**src/rtl/flapjack_char_arbiter_if.sv**
```systemverilog
// Client-side request bus of the character-write arbiter: per-client valid/ready
// plus packed column/row/character payloads, client i at slice [i*W +: W].
interface flapjack_char_arbiter_if #(
    parameter int N_CLIENTS = 4,
    parameter int X_W       = 7,
    parameter int Y_W       = 6,
    parameter int CHR_W     = 9
);
    logic [N_CLIENTS-1:0]       cl_valid;
    logic [N_CLIENTS-1:0]       cl_ready;
    logic [N_CLIENTS*X_W-1:0]   cl_x;
    logic [N_CLIENTS*Y_W-1:0]   cl_y;
    logic [N_CLIENTS*CHR_W-1:0] cl_chr;

    modport master (
        output cl_valid,
        output cl_x,
        output cl_y,
        output cl_chr,
        input  cl_ready
    );

    modport slave (
        input  cl_valid,
        input  cl_x,
        input  cl_y,
        input  cl_chr,
        output cl_ready
    );
endinterface

```
**src/rtl/flapjack_char_arbiter.sv**
```systemverilog
// Round-robin N-client arbiter feeding the textmode character-write port, with
// off-screen clipping (counted, not written) and optional strobe pacing.
module flapjack_char_arbiter #(
    parameter int N_CLIENTS  = 4,
    parameter int X_W        = 7,
    parameter int Y_W        = 6,
    parameter int CHR_W      = 9,
    parameter int COLS       = 80,
    parameter int ROWS       = 60,
    parameter int STROBE_GAP = 0,
    parameter int CNT_W      = 16
) (
    input  logic                   clk_sys,
    input  logic                   btn_rst_n,
    flapjack_char_arbiter_if.slave cl_bus,
    output logic [X_W-1:0]         char_x,
    output logic [Y_W-1:0]         char_y,
    output logic [CHR_W-1:0]       char_chr,
    output logic                   char_str,
    output logic [CNT_W-1:0]       clip_count,
    output logic                   busy
);
    localparam int PTR_W = (N_CLIENTS > 1) ? $clog2(N_CLIENTS) : 1;
    localparam int GAP_W = (STROBE_GAP > 0) ? $clog2(STROBE_GAP + 1) : 1;
    localparam logic [X_W:0]       COLS_L   = (X_W + 1)'(COLS);
    localparam logic [Y_W:0]       ROWS_L   = (Y_W + 1)'(ROWS);
    localparam logic [GAP_W-1:0]   GAP_LOAD = GAP_W'(STROBE_GAP);
    localparam logic [PTR_W-1:0]   LAST_IDX = PTR_W'(N_CLIENTS - 1);

    typedef enum logic {ST_GRANT, ST_HOLDOFF} arb_state_t;

    arb_state_t           state;
    logic [PTR_W-1:0]     ptr;
    logic [GAP_W-1:0]     gap_cnt;
    logic [PTR_W-1:0]     cand;
    logic [PTR_W-1:0]     grant_idx;
    logic [PTR_W-1:0]     next_ptr;
    logic                 grant_vld;
    logic [N_CLIENTS-1:0] ready_vec;
    logic                 take;
    logic                 clip;
    logic [X_W-1:0]       sel_x;
    logic [Y_W-1:0]       sel_y;
    logic [CHR_W-1:0]     sel_chr;

    // First valid client found scanning upward from ptr, wrapping at N_CLIENTS.
    always_comb begin
        grant_vld = 1'b0;
        grant_idx = '0;
        cand      = '0;
        for (int i = 0; i < N_CLIENTS; i++) begin
            cand = PTR_W'((int'(ptr) + i) % N_CLIENTS);
            if (!grant_vld && cl_bus.cl_valid[cand]) begin
                grant_vld = 1'b1;
                grant_idx = cand;
            end
        end
    end

    always_comb begin
        ready_vec = '0;
        if (btn_rst_n && state == ST_GRANT && grant_vld)
            ready_vec[grant_idx] = 1'b1;
    end

    assign cl_bus.cl_ready = ready_vec;
    assign take     = |ready_vec;
    assign sel_x    = cl_bus.cl_x[grant_idx*X_W +: X_W];
    assign sel_y    = cl_bus.cl_y[grant_idx*Y_W +: Y_W];
    assign sel_chr  = cl_bus.cl_chr[grant_idx*CHR_W +: CHR_W];
    assign clip     = ({1'b0, sel_x} >= COLS_L) || ({1'b0, sel_y} >= ROWS_L);
    assign next_ptr = (grant_idx == LAST_IDX) ? '0 : grant_idx + 1'b1;
    assign busy     = btn_rst_n & ((|cl_bus.cl_valid) | char_str | (gap_cnt != '0));

    // Clipped grants still advance the pointer but neither strobe nor start a holdoff.
    always_ff @(posedge clk_sys or negedge btn_rst_n) begin
        if (!btn_rst_n) begin
            state      <= ST_GRANT;
            ptr        <= '0;
            gap_cnt    <= '0;
            char_x     <= '0;
            char_y     <= '0;
            char_chr   <= '0;
            char_str   <= 1'b0;
            clip_count <= '0;
        end else begin
            char_str <= 1'b0;
            case (state)
                ST_GRANT: begin
                    if (take) begin
                        ptr <= next_ptr;
                        if (clip) begin
                            if (clip_count != '1)
                                clip_count <= clip_count + 1'b1;
                        end else begin
                            char_x   <= sel_x;
                            char_y   <= sel_y;
                            char_chr <= sel_chr;
                            char_str <= 1'b1;
                            if (STROBE_GAP > 0) begin
                                gap_cnt <= GAP_LOAD;
                                state   <= ST_HOLDOFF;
                            end
                        end
                    end
                end
                ST_HOLDOFF: begin
                    gap_cnt <= gap_cnt - 1'b1;
                    if (gap_cnt == GAP_W'(1))
                        state <= ST_GRANT;
                end
                default: state <= ST_GRANT;
            endcase
        end
    end
endmodule

```
**src/flat_wrapper.sv**
```systemverilog
// flat-port wrapper written by rule: the top's interface ports become plain ports
module flapjack_char_arbiter_flat 
#(
    parameter int N_CLIENTS  = 4,
    parameter int X_W        = 7,
    parameter int Y_W        = 6,
    parameter int CHR_W      = 9,
    parameter int COLS       = 80,
    parameter int ROWS       = 60,
    parameter int STROBE_GAP = 0,
    parameter int CNT_W      = 16
)
  (clk_sys, btn_rst_n, char_x, char_y, char_chr, char_str, clip_count, busy, cl_bus_cl_valid, cl_bus_cl_x, cl_bus_cl_y, cl_bus_cl_chr, cl_bus_cl_ready);
  flapjack_char_arbiter_if #(.N_CLIENTS(N_CLIENTS), .X_W(X_W), .Y_W(Y_W), .CHR_W(CHR_W)) cl_bus_i ();
  input  logic clk_sys;
  input  logic btn_rst_n;
  output logic [X_W-1:0] char_x;
  output logic [Y_W-1:0] char_y;
  output logic [CHR_W-1:0] char_chr;
  output logic char_str;
  output logic [CNT_W-1:0] clip_count;
  output logic busy;
  input wire logic [$bits(cl_bus_i.cl_valid)-1:0] cl_bus_cl_valid;
  input wire logic [$bits(cl_bus_i.cl_x)-1:0] cl_bus_cl_x;
  input wire logic [$bits(cl_bus_i.cl_y)-1:0] cl_bus_cl_y;
  input wire logic [$bits(cl_bus_i.cl_chr)-1:0] cl_bus_cl_chr;
  output wire logic [$bits(cl_bus_i.cl_ready)-1:0] cl_bus_cl_ready;
  assign cl_bus_i.cl_valid = cl_bus_cl_valid;
  assign cl_bus_i.cl_x = cl_bus_cl_x;
  assign cl_bus_i.cl_y = cl_bus_cl_y;
  assign cl_bus_i.cl_chr = cl_bus_cl_chr;
  assign cl_bus_cl_ready = cl_bus_i.cl_ready;
  flapjack_char_arbiter #(.N_CLIENTS(N_CLIENTS), .X_W(X_W), .Y_W(Y_W), .CHR_W(CHR_W), .COLS(COLS), .ROWS(ROWS), .STROBE_GAP(STROBE_GAP), .CNT_W(CNT_W)) u_core (.clk_sys(clk_sys), .btn_rst_n(btn_rst_n), .cl_bus(cl_bus_i), .char_x(char_x), .char_y(char_y), .char_chr(char_chr), .char_str(char_str), .clip_count(clip_count), .busy(busy));
endmodule
```
**config.mk**
```make
export PLATFORM = sky130hd
export DESIGN_NAME = flapjack_char_arbiter_flat
export DESIGN_NICKNAME = d
export VERILOG_FILES = /design/src/rtl/flapjack_char_arbiter_if.sv /design/src/rtl/flapjack_char_arbiter.sv /design/src/flat_wrapper.sv
export SDC_FILE = /design/constraint.sdc
export NUM_CORES = 1
export LEC_CHECK = 0
export BUFFER_PORTS_ARGS = -buffer_cell sky130_fd_sc_hd__buf_2
export CORE_ASPECT_RATIO = 0.75
export CORE_MARGIN = 2
export CORE_UTILIZATION = 40
export DETAILED_ROUTE_END_ITERATION = 10
export GPL_TIMING_DRIVEN = 0
export HOLD_SLACK_MARGIN = 0.1
export PLACE_DENSITY = 0.71
export SYNTH_ARGS = -nofsm -noshare
export SYNTH_HDL_FRONTEND = slang
export SYNTH_SLANG_ARGS = --single-unit
```
**constraint.sdc**
```tcl
create_clock -name clk_sys -period 3.83 [get_ports clk_sys]
set_input_delay 0.5745 -clock clk_sys [delete_from_list [all_inputs] [get_ports clk_sys]]
set_output_delay 0.5745 -clock clk_sys [all_outputs]
set_load 0.02 [all_outputs]
```
### Yosys cells after proc, flatten, opt, wreduce, memory -nomap -nowiden

Index checks and enable logic that the tools add are counted.

| storage, ports and cells | value |
|---|---|
| input bits | 94 |
| output and inout port bits | 44 |
| logic and storage cells | 75 |
| bits in registers | 43 |

| cells by class | value |
|---|---|
| $add $sub $neg | 6 |
| reductions and logical operators | 15 |
| bitwise operators | 5 |
| $lt $le $gt $ge | 8 |
| mux-type cells | 25 |
| shifts and indexed selects | 3 |
| multiply operators | 3 |
| eq/ne operators | 2 |

Operators by type and width:

| cell | count |
|---|---|
| 36-bit by 7-bit indexed part select with 9-bit output | 1 |
| 28-bit by 6-bit indexed part select with 7-bit output | 1 |
| 24-bit by 6-bit indexed part select with 6-bit output | 1 |
| 16-bit by 1-bit adder with 16-bit output (second input constant) | 1 |
| 16-bit inequality test (second input constant) | 1 |
| 2-bit by 3-bit < comparator with 1-bit output (second input constant) | 5 |
| 1-bit two-way mux | 14 |
| 2-bit two-way mux | 5 |
| 1-bit binary-select mux with 2-bit select | 4 |
| 4-bit OR reduction | 2 |
| 7-bit greater-or-equal comparator (second input constant) | 1 |
| 6-bit greater-or-equal comparator (second input constant) | 1 |
| 1-bit logical AND | 6 |
| 2-bit by 4-bit multiplier with 6-bit output (second input constant) | 1 |
| 2-bit by 3-bit multiplier with 5-bit output (second input constant) | 1 |
| 2-bit by 1-bit adder with 2-bit output (second input constant) | 2 |
| 2-bit adder (second input constant) | 2 |
| 2-bit by 2-bit multiplier with 4-bit output (second input constant) | 1 |
| 4-bit two-way mux | 1 |
| 4-bit AND reduction | 1 |
| 1-bit zero test | 3 |
| 3-bit AND reduction | 1 |
| 1-bit demux with 2-bit select | 1 |
| 2-bit equality test (second input constant) | 1 |
| other kinds (7) | 9 |

### Depth between registers and ports, before layout

Gate-level depths: netlist (run 1).

| depth | value |
|---|---|
| depth in word-level cells | 20 |
| mapped depth | 14 |
| mapped depth without buffers | 9 |

### Least setup slack after synthesis (run 1)

Ideal clock, no wire load.

| path | value |
|---|---|
| kind | input -> register |
| start | input cl_bus_cl_valid[1] |
| end | register u_core.char_chr[1] |
| data required time | 3,705 ps |
| library setup time | 125 ps |
| data arrival time | 3,172 ps |
| path buffers | 6 |
| setup slack | 533 ps |
| stages on the path | 14 |
| cells stage by stage | nand2b_1 o221ai_2 and2_4 buf_6 buf_6 buf_6 inv_1 buf_1 ha_1 o41ai_1 buf_2 nor2_4 buf_12 mux2_4 |

| on the way | value |
|---|---|
| word-level cells in the longest chain between the ends | 19 |
| elaborated cells between the ends (all ways) | 41 |
| classes of those cells | mul (3); order compare (4); shift (3); mux (19); bitwise (1); reduce/logical (11) |

Ends and longest elaborated chain:

| element | line | RTL |
|---|---|---|
| from (decl) | flat_wrapper.sv:23 | `input wire logic [$bits(cl_bus_i.cl_valid)-1:0] cl_bus_cl_valid;` |
| parallel branches: the longest is 19 deep, another holds 1-bit binary-select mux with 2-bit select | -- |  |
| to (signal assigned) | flapjack_char_arbiter.sv:98 | `char_chr <= sel_chr;` |
| to (decl) | flapjack_char_arbiter.sv:18 | `output logic [CHR_W-1:0] char_chr,` |

Parallel ways; which one is timed is not known. The select of a mux whose other input is x is not followed.
A chain may end at the register's enable or synchronous reset.

### Final worst setup path (run 1)

| path | value |
|---|---|
| start | input cl_bus_cl_valid[1] |
| end | register u_core.char_x[2] |

| on the way | value |
|---|---|
| word-level cells in the longest chain between the ends | 19 |
| elaborated cells between the ends (all ways) | 39 |
| classes of those cells | mul (2); order compare (4); shift (2); mux (19); bitwise (1); reduce/logical (11) |

Ends and longest elaborated chain:

| element | line | RTL |
|---|---|---|
| parallel branches: the longest is 19 deep, another holds 1-bit binary-select mux with 2-bit select | -- |  |
| to (signal assigned) | flapjack_char_arbiter.sv:96 | `char_x <= sel_x;` |
| to (decl) | flapjack_char_arbiter.sv:16 | `output logic [X_W-1:0] char_x,` |

Parallel ways; which one is timed is not known. The select of a mux whose other input is x is not followed.

==> results of run 1 <==
## path summary, 6_finish.rpt
path	start	to	slack, ns	cells after the start
max reg2reg	u_core.ptr[1]	u_core.char_x[2]	0.30	13
min reg2reg	u_core.state	u_core.gap_cnt	0.48	1
max in group asynchronous	btn_rst_n	u_core.char_x[3]	2.74	1
max	cl_bus_cl_valid[1]	u_core.char_x[2]	0.28	14
min in group clk_sys	u_core.state	u_core.gap_cnt	0.48	1
min	btn_rst_n	u_core.char_chr[0]	0.45	1
## placed cells by master (no fill, tap or decap), types with 5 or more instances in the layout
cell | Yosys | layout
and2_1 | 6 | 6
xnor2_1 | 15 | 15
nand3_1 | 9 | 9
clkbuf_1 | 9 | 9
and3_1 | 22 | 22
a21oi_1 | 17 | 17
clkbuf_8 | 0 | 5
ha_1 | 5 | 5
mux2i_1 | 25 | 25
nand4_1 | 6 | 6
mux2_4 | 19 | 19
inv_1 | 7 | 7
a21boi_0 | 8 | 8
buf_2 | 4 | 141
a211oi_1 | 22 | 22
dfrtp_1 | 43 | 43
## timing repair
item                       in CTS  in global routing
setup endpoints to repair       1                 29
hold buffers                    0                  0
gates resized for setup         1                  1
## power by group
| group | internal, uW | total, uW | switching, uW | leakage (uW) |
|---|---|---|---|---|
| Combinational | 738 | 1630 | 892 | 0.00133 |
| Clock | 260 | 425 | 165 | 0.0000644 |
| Sequential | 620 | 725 | 104 | 0.000539 |
## cells by family after synthesis
| group | share of synthesized area, % |
|---|---|
| AO/OA/AOI/OAI | 15.8 |
| XOR/XNOR | 5.01 |
| adder cells (fa/ha/maj) | 2.24 |
| buffers and inverters | 5.91 |
| flip-flops | 38.5 |
| multiplexers | 20.0 |
| AND/OR/NAND/NOR | 12.6 |
## sequential cells by signal, indices dropped and copies added, names as in the netlist
signal             cells
u_core.clip_count     16
u_core.char_chr        9
u_core.char_x          7
u_core.char_y          6
u_core.ptr             2
u_core.char_str        1
u_core.gap_cnt         1
u_core.state           1
## worst register-to-register path: stages, from the launching register on
cell,delay [ns]
dfrtp_1,0.43
and2_1,0.17
o221ai_2,0.22
and2_4,0.19
buf_6,0.10
buf_6,0.15
buf_6,0.18
inv_1,0.28
ha_1,0.34
o41ai_2,0.51
buf_2,0.32
nor2_4,0.08
buf_12,0.16
mux2_4,0.30
## through the flow
stage / hold slack (ns) / TNS [ns] / instance area [um2] / instances / utilization [%]
floorplan: 0.279 / 0 / 2800 / 259 / -
global placement: 0.464 / -7.51 / 3590 / 480 / 52.8
detailed placement: 0.472 / -8.25 / 3590 / 480 / 52.8
CTS: 0.482 / 0 / 3730 / 488 / 54.9
global route: 0.517 / 0 / 3730 / 487 / 54.9
finish: 0.451 / 0 / 3740 / 489 / 55.0
## layout make-up
| cell class | count | area, um2 |
|---|---|---|
| diodes | 2 | 5.00 |
| plain buffers | 19 | 135 |
| clock buffers | 5 | 68.8 |
| clock inverters | 3 | 67.6 |
| fillers | 621 | 3060 |
| inverters | 7 | 26.3 |
| multi-input cells | 189 | 1570 |
| flip-flops and latches | 43 | 1080 |
| well taps | 84 | 105 |
| repair buffers | 137 | 686 |
## layer usage
layer	vias up	share of wire, %
met5	-	0
met4	0	0.62
met3	4	6.9
met2	105	45
met1	1264	48
li1	1251	-
==> impl_metrics.ini, run 1 <==
[logic_synthesis]
synthesis.area_mm2 = 0.00280
yosys_warnings = 0
yosysSeqAreaShare_pct = 38.5
syn_avg_cell_area_um2 = 10.8
syn_nets = 358
synth_top_cells_by_area = dfrtp_1 38%, mux2_4 10%, mux2i_1 8.9%
yosys.cell_count.top_type = dfrtp_1
ys_types = 41
synth.top_cell.area_share_pct = 38.5
async_reset_ff_share_pct = 100
synth_commonest_cells = 43 x dfrtp_1, 25 x mux2i_1, 22 x a211oi_1, 22 x and3_1, 19 x mux2_4
synth_edf_count = 0
yosysTopAreaCell = dfrtp_1
syn_inst = 259
ys.flop_type = dfrtp_1
synth_seq_cells = 43

[clocking]
post_cts_buffers = 0
worstSkewPairLatency_ns = 0.30
clk_pin_slew_ns = 0.09
clk_path_buf_depth = 2
cts_tree = yes
numCtsBuffers = 5
htreeDepth = 2
cts.sinks = 43
root_buffer = clkbuf_8

[floorplanning]
die_area_mm2 = 0.00768
start_util_pct = 41.1
ios = 138
die_h_um = 76.4
die_w_um = 101
rows = 26
core_mm2 = 0.00680

[grt]
gr-max-usage-layer = met2
grt_max_degree = 46
grt_util_all_layers_pct = 20.6
met2_usage_pct = 32.3
grt_pass1_vias = 2467
grt_pass1_wl_um = 12500
grt_overflow_total = 0
grt_antenna_before_repair = 1
grtUsageMet1_pct = 29.8
grt_util_met3_pct = 4.22

[timing]
skew_ns = 0.0143
slew_violations = 0
hold_viol_final = 0
period_share_pct = 92.7
final.min_clock_period_ns = 3.55
rsz0062_at_grt = false
worstMarginPinSlew_ns = 1.02
setup_ws_ns = 0.280
max_freq_ghz = 0.282
relSlewSlack_pct = 32.1
setup_viol = 0

[detailed_routing]
drtIter0Drc = 79
drtPass1Iterations = 4
routed_via_density = 5.37
wl_per_cell_um = 16.1
wirelength_um = 7850
num_vias = 2624
drc = 0
ant_nets = 0

[worst_setup_path]
setup.worst_path.start_class = input pin
timing.critical_path.to_type = flip-flop
crit_slowest_cell = o41ai_2
cp_data_required_time_ns = 4.00
critical_path.max_stage_delay_ns = 0.51
critical-path-top-delay-family = buffers and inverters
path_common_cell = buf_6
path_cells = buf_2, nand2b_1, o221ai_2, and2_4, buf_6, buf_6, buf_6, inv_1, ha_1, o41ai_2, buf_2, nor2_4, buf_12, mux2_4
path_buf_inv = 7
arrival_ns = 3.72
critical_path_class = in -> reg
crit_fanout = 17

[placement]
numPortBuffers = 137
dpl.hpwl_um = 6110
post-place-ws_ns = -0.316
gp_congestion = 0.812

[power_and_ir_drop]
leakagePower_uw = 0.00194
peakVddDrop_mv = 0.316
power.density_mw_per_mm2 = 744
p_total_uw = 2780

[run]
cap_violations = 0

[cells_and_area]
nets = 501
syn_to_final_growth_pct = 33.7
layout-drive-gt1-share_pct = 45.4

[outcome]
outcome = finished clean

[hold_path]
min_path_type = in -> async
Note: power is estimated with default switching activity, not from simulation.
==> inputs of run 2 (changes only) <==
Settings changed: ABC_AREA set to 1, PLACE_DENSITY 0.71 to 0.68.
==> run 2 against run 1 <==
Net effect: register-to-register slack improved by 0.03 ns; routed wire length increased by 24%; critical path depth increased by 5; non-clock buffer count increased by 6; die area increased by 19%; cell area increased by 14%; clock-buffer cell count increased by 1; largest cell class unchanged; core utilization decreased by 1.9 points; clock skew decreased by 0.0053 ns; via count increased by 40%.
==> impl_metrics.ini, run 2 <==
[timing]
max_freq_ghz = 0.286
setup_viol = 0
tns_ns = 0
relSlewSlack_pct = 33.3
slew_violations = 0
final.min_clock_period_ns = 3.50
period_share_pct = 91.3
hold_viol_final = 0
skew_ns = 0.00892
worstMarginPinSlew_ns = 1.00

[floorplanning]
die_area_mm2 = 0.00913
core_mm2 = 0.00802
rows = 28
start_util_pct = 41.7
ios = 138
die_w_um = 110
die_h_um = 83.2

[clocking]
root_buffer = clkbuf_8
worstSkewPairLatency_ns = 0.29
clk_pin_slew_ns = 0.09
cts_tree = yes
hold_buffers = 0
clk_path_buf_depth = 2
htreeDepth = 2
numCtsBuffers = 5
cts.sinks = 43

[cells_and_area]
nets = 726
layout-drive-gt1-share_pct = 30.9
diodes = 0
syn_to_final_growth_pct = 27.2
final_cell_mix = 154 x nand2_1, 146 x buf_2, 53 x inv_1
top_regs = u_core.clip_count: 16 flops, u_core.char_chr: 9 flops, u_core.char_x: 7 flops
regMostFlops = u_core.clip_count
final_util_pct = 53.1
layout_commonest_cell = nand2_1
n_fill_cell = 823
largest_reg_flops = 16

[detailed_routing]
wl_per_cell_um = 13.3
num_vias = 3675
wirelength_um = 9760
drc = 0
routed_via_density = 5.02
drtIter0Drc = 146
ant_nets = 0
drtPass1Iterations = 5

[grt]
grt_util_all_layers_pct = 22.0
grt_antenna_before_repair = 0
grt_overflow_total = 0
grt_pass1_vias = 3580
grt_max_degree = 46
grt_pass1_wl_um = 16400

[logic_synthesis]
synth-simple-area-share_pct = 41.2
synth_seq_cells = 43
ys.flop_type = dfrtp_1
yosys_warnings = 0
yosys.cell_count.top_type = nand2_1
synthesis.area_mm2 = 0.00335
synth_commonest_cells = 154 x nand2_1, 53 x inv_1, 43 x dfrtp_1
ys_types = 31
synth-xor-area-share_pct = 3.92
yosysSeqAreaShare_pct = 32.1
synthMuxAreaShare_pct = 0
async_reset_ff_share_pct = 100
synth_compound_area_share_pct = 9.04
synth_top_family_by_area = simple AND/OR/NAND/NOR gates
syn_nets = 583
yosys.area_share.adder_pct = 1.87
synth_edf_count = 0
syn_avg_cell_area_um2 = 6.92
synth_top_cells_by_area = dfrtp_1 32%, nand2_1 17%, nand4_1 6.9%
syn_inst = 484
synth.top_cell.area_share_pct = 32.1
yosysTopAreaCell = dfrtp_1

[worst_setup_path]
critical_path_class = reg -> reg
timing.critical_path.to_type = flip-flop
arrival_ns = 3.73
setup.worst_path.start_class = flip-flop
crit_fanout = 11
cp_data_required_time_ns = 4.06

[hold_path]
min_path_type = in -> async

[run]
cap_violations = 0

[placement]
numPortBuffers = 137
gp_congestion = 0.839
dpl.hpwl_um = 7770

[outcome]
outcome = finished clean
==> run 2: final cells by class <==
cell class | instances | area (um2) | share of cell area (%)
clock buffers | 6 | 82.6 | 1.94
flip-flops and latches | 43 | 1080 | 25.2
well taps | 105 | 131 | 3.08
clock inverters | 1 | 5.00 | 0.117
repair buffers | 137 | 686 | 16.1
plain buffers | 25 | 169 | 3.96
multi-input cells | 357 | 1890 | 44.3
inverters | 58 | 223 | 5.23
==> run 2: stage by stage <==
stage	hold WS [ns]	std cells	worst slack, ns	area (um2)
3_5_place_dp	0.455	726	-0.0186	4170
6_report	0.446	732	0.332	4260
4_1_cts	0.466	733	0.151	4250
2_1_floorplan	0.279	484	0.711	3350
5_1_grt	0.481	732	-0.00703	4260
3_3_place_gp	0.445	726	0.0409	4170
==> run 2: final timing paths <==
| kind | depth (start not counted) | to | from | slack [ns] |
|---|---|---|---|---|
| max reg2reg | 19 | u_core.clip_count[11] | u_core.ptr[0] | 0.33 |
| min | 1 | u_core.clip_count[3] | btn_rst_n | 0.45 |
| min reg2reg | 1 | u_core.gap_cnt | u_core.state | 0.47 |
| max in group asynchronous | 1 | u_core.char_chr[1] | btn_rst_n | 2.76 |
| max | 19 | u_core.clip_count[11] | u_core.ptr[0] | 0.33 |
| min in group clk_sys | 1 | u_core.gap_cnt | u_core.state | 0.47 |
==> run 2: cell families (layout without fill, tap and decap cells) <==
| group | after synthesis | count (layout) |
|---|---|---|
| AND/OR/NAND/NOR | 284 | 284 |
| buffers and inverters | 84 | 227 |
| AO/OA/AOI/OAI | 53 | 53 |
| flip-flops | 43 | 43 |
| XOR/XNOR | 15 | 15 |
| adder cells (fa/ha/maj) | 5 | 5 |
==> run 2: routing by layer <==
layer	wire, um	up-vias	GRT usage (%)
li1	-	1868	-
met1	4340	1681	28.3
met2	4670	113	37.4
met3	628	13	5.49
met4	120	0	3.80
met5	0	-	0
==> run 2: critical path, cell delays in order, from the launching register on <==
cell and delay [ns]:
dfrtp_1 0.38, buf_6 0.15, inv_6 0.10, nand2_2 0.06, nand3_1 0.11, nand2_2 0.09, inv_2 0.08, nand3_2 0.13
nand3_4 0.17, buf_6 0.16, buf_2 0.25, buf_2 0.29, ha_1 0.18, inv_1 0.08, a41oi_4 0.38, o21ai_0 0.19
inv_2 0.21, buf_2 0.25, nand3_1 0.10, nand2_1 0.07
==> run 2: what timing repair did <==
| item | CTS | global route |
|---|---|---|
| setup endpoints to repair | 0 | 12 |
| gates resized for setup | 0 | 1 |
| setup buffers | 0 | 0 |
Power of run 2 is left out: the tool's default activity adds up to more than one toggle a clock period on the data nets, which glitch-free logic cannot reach.
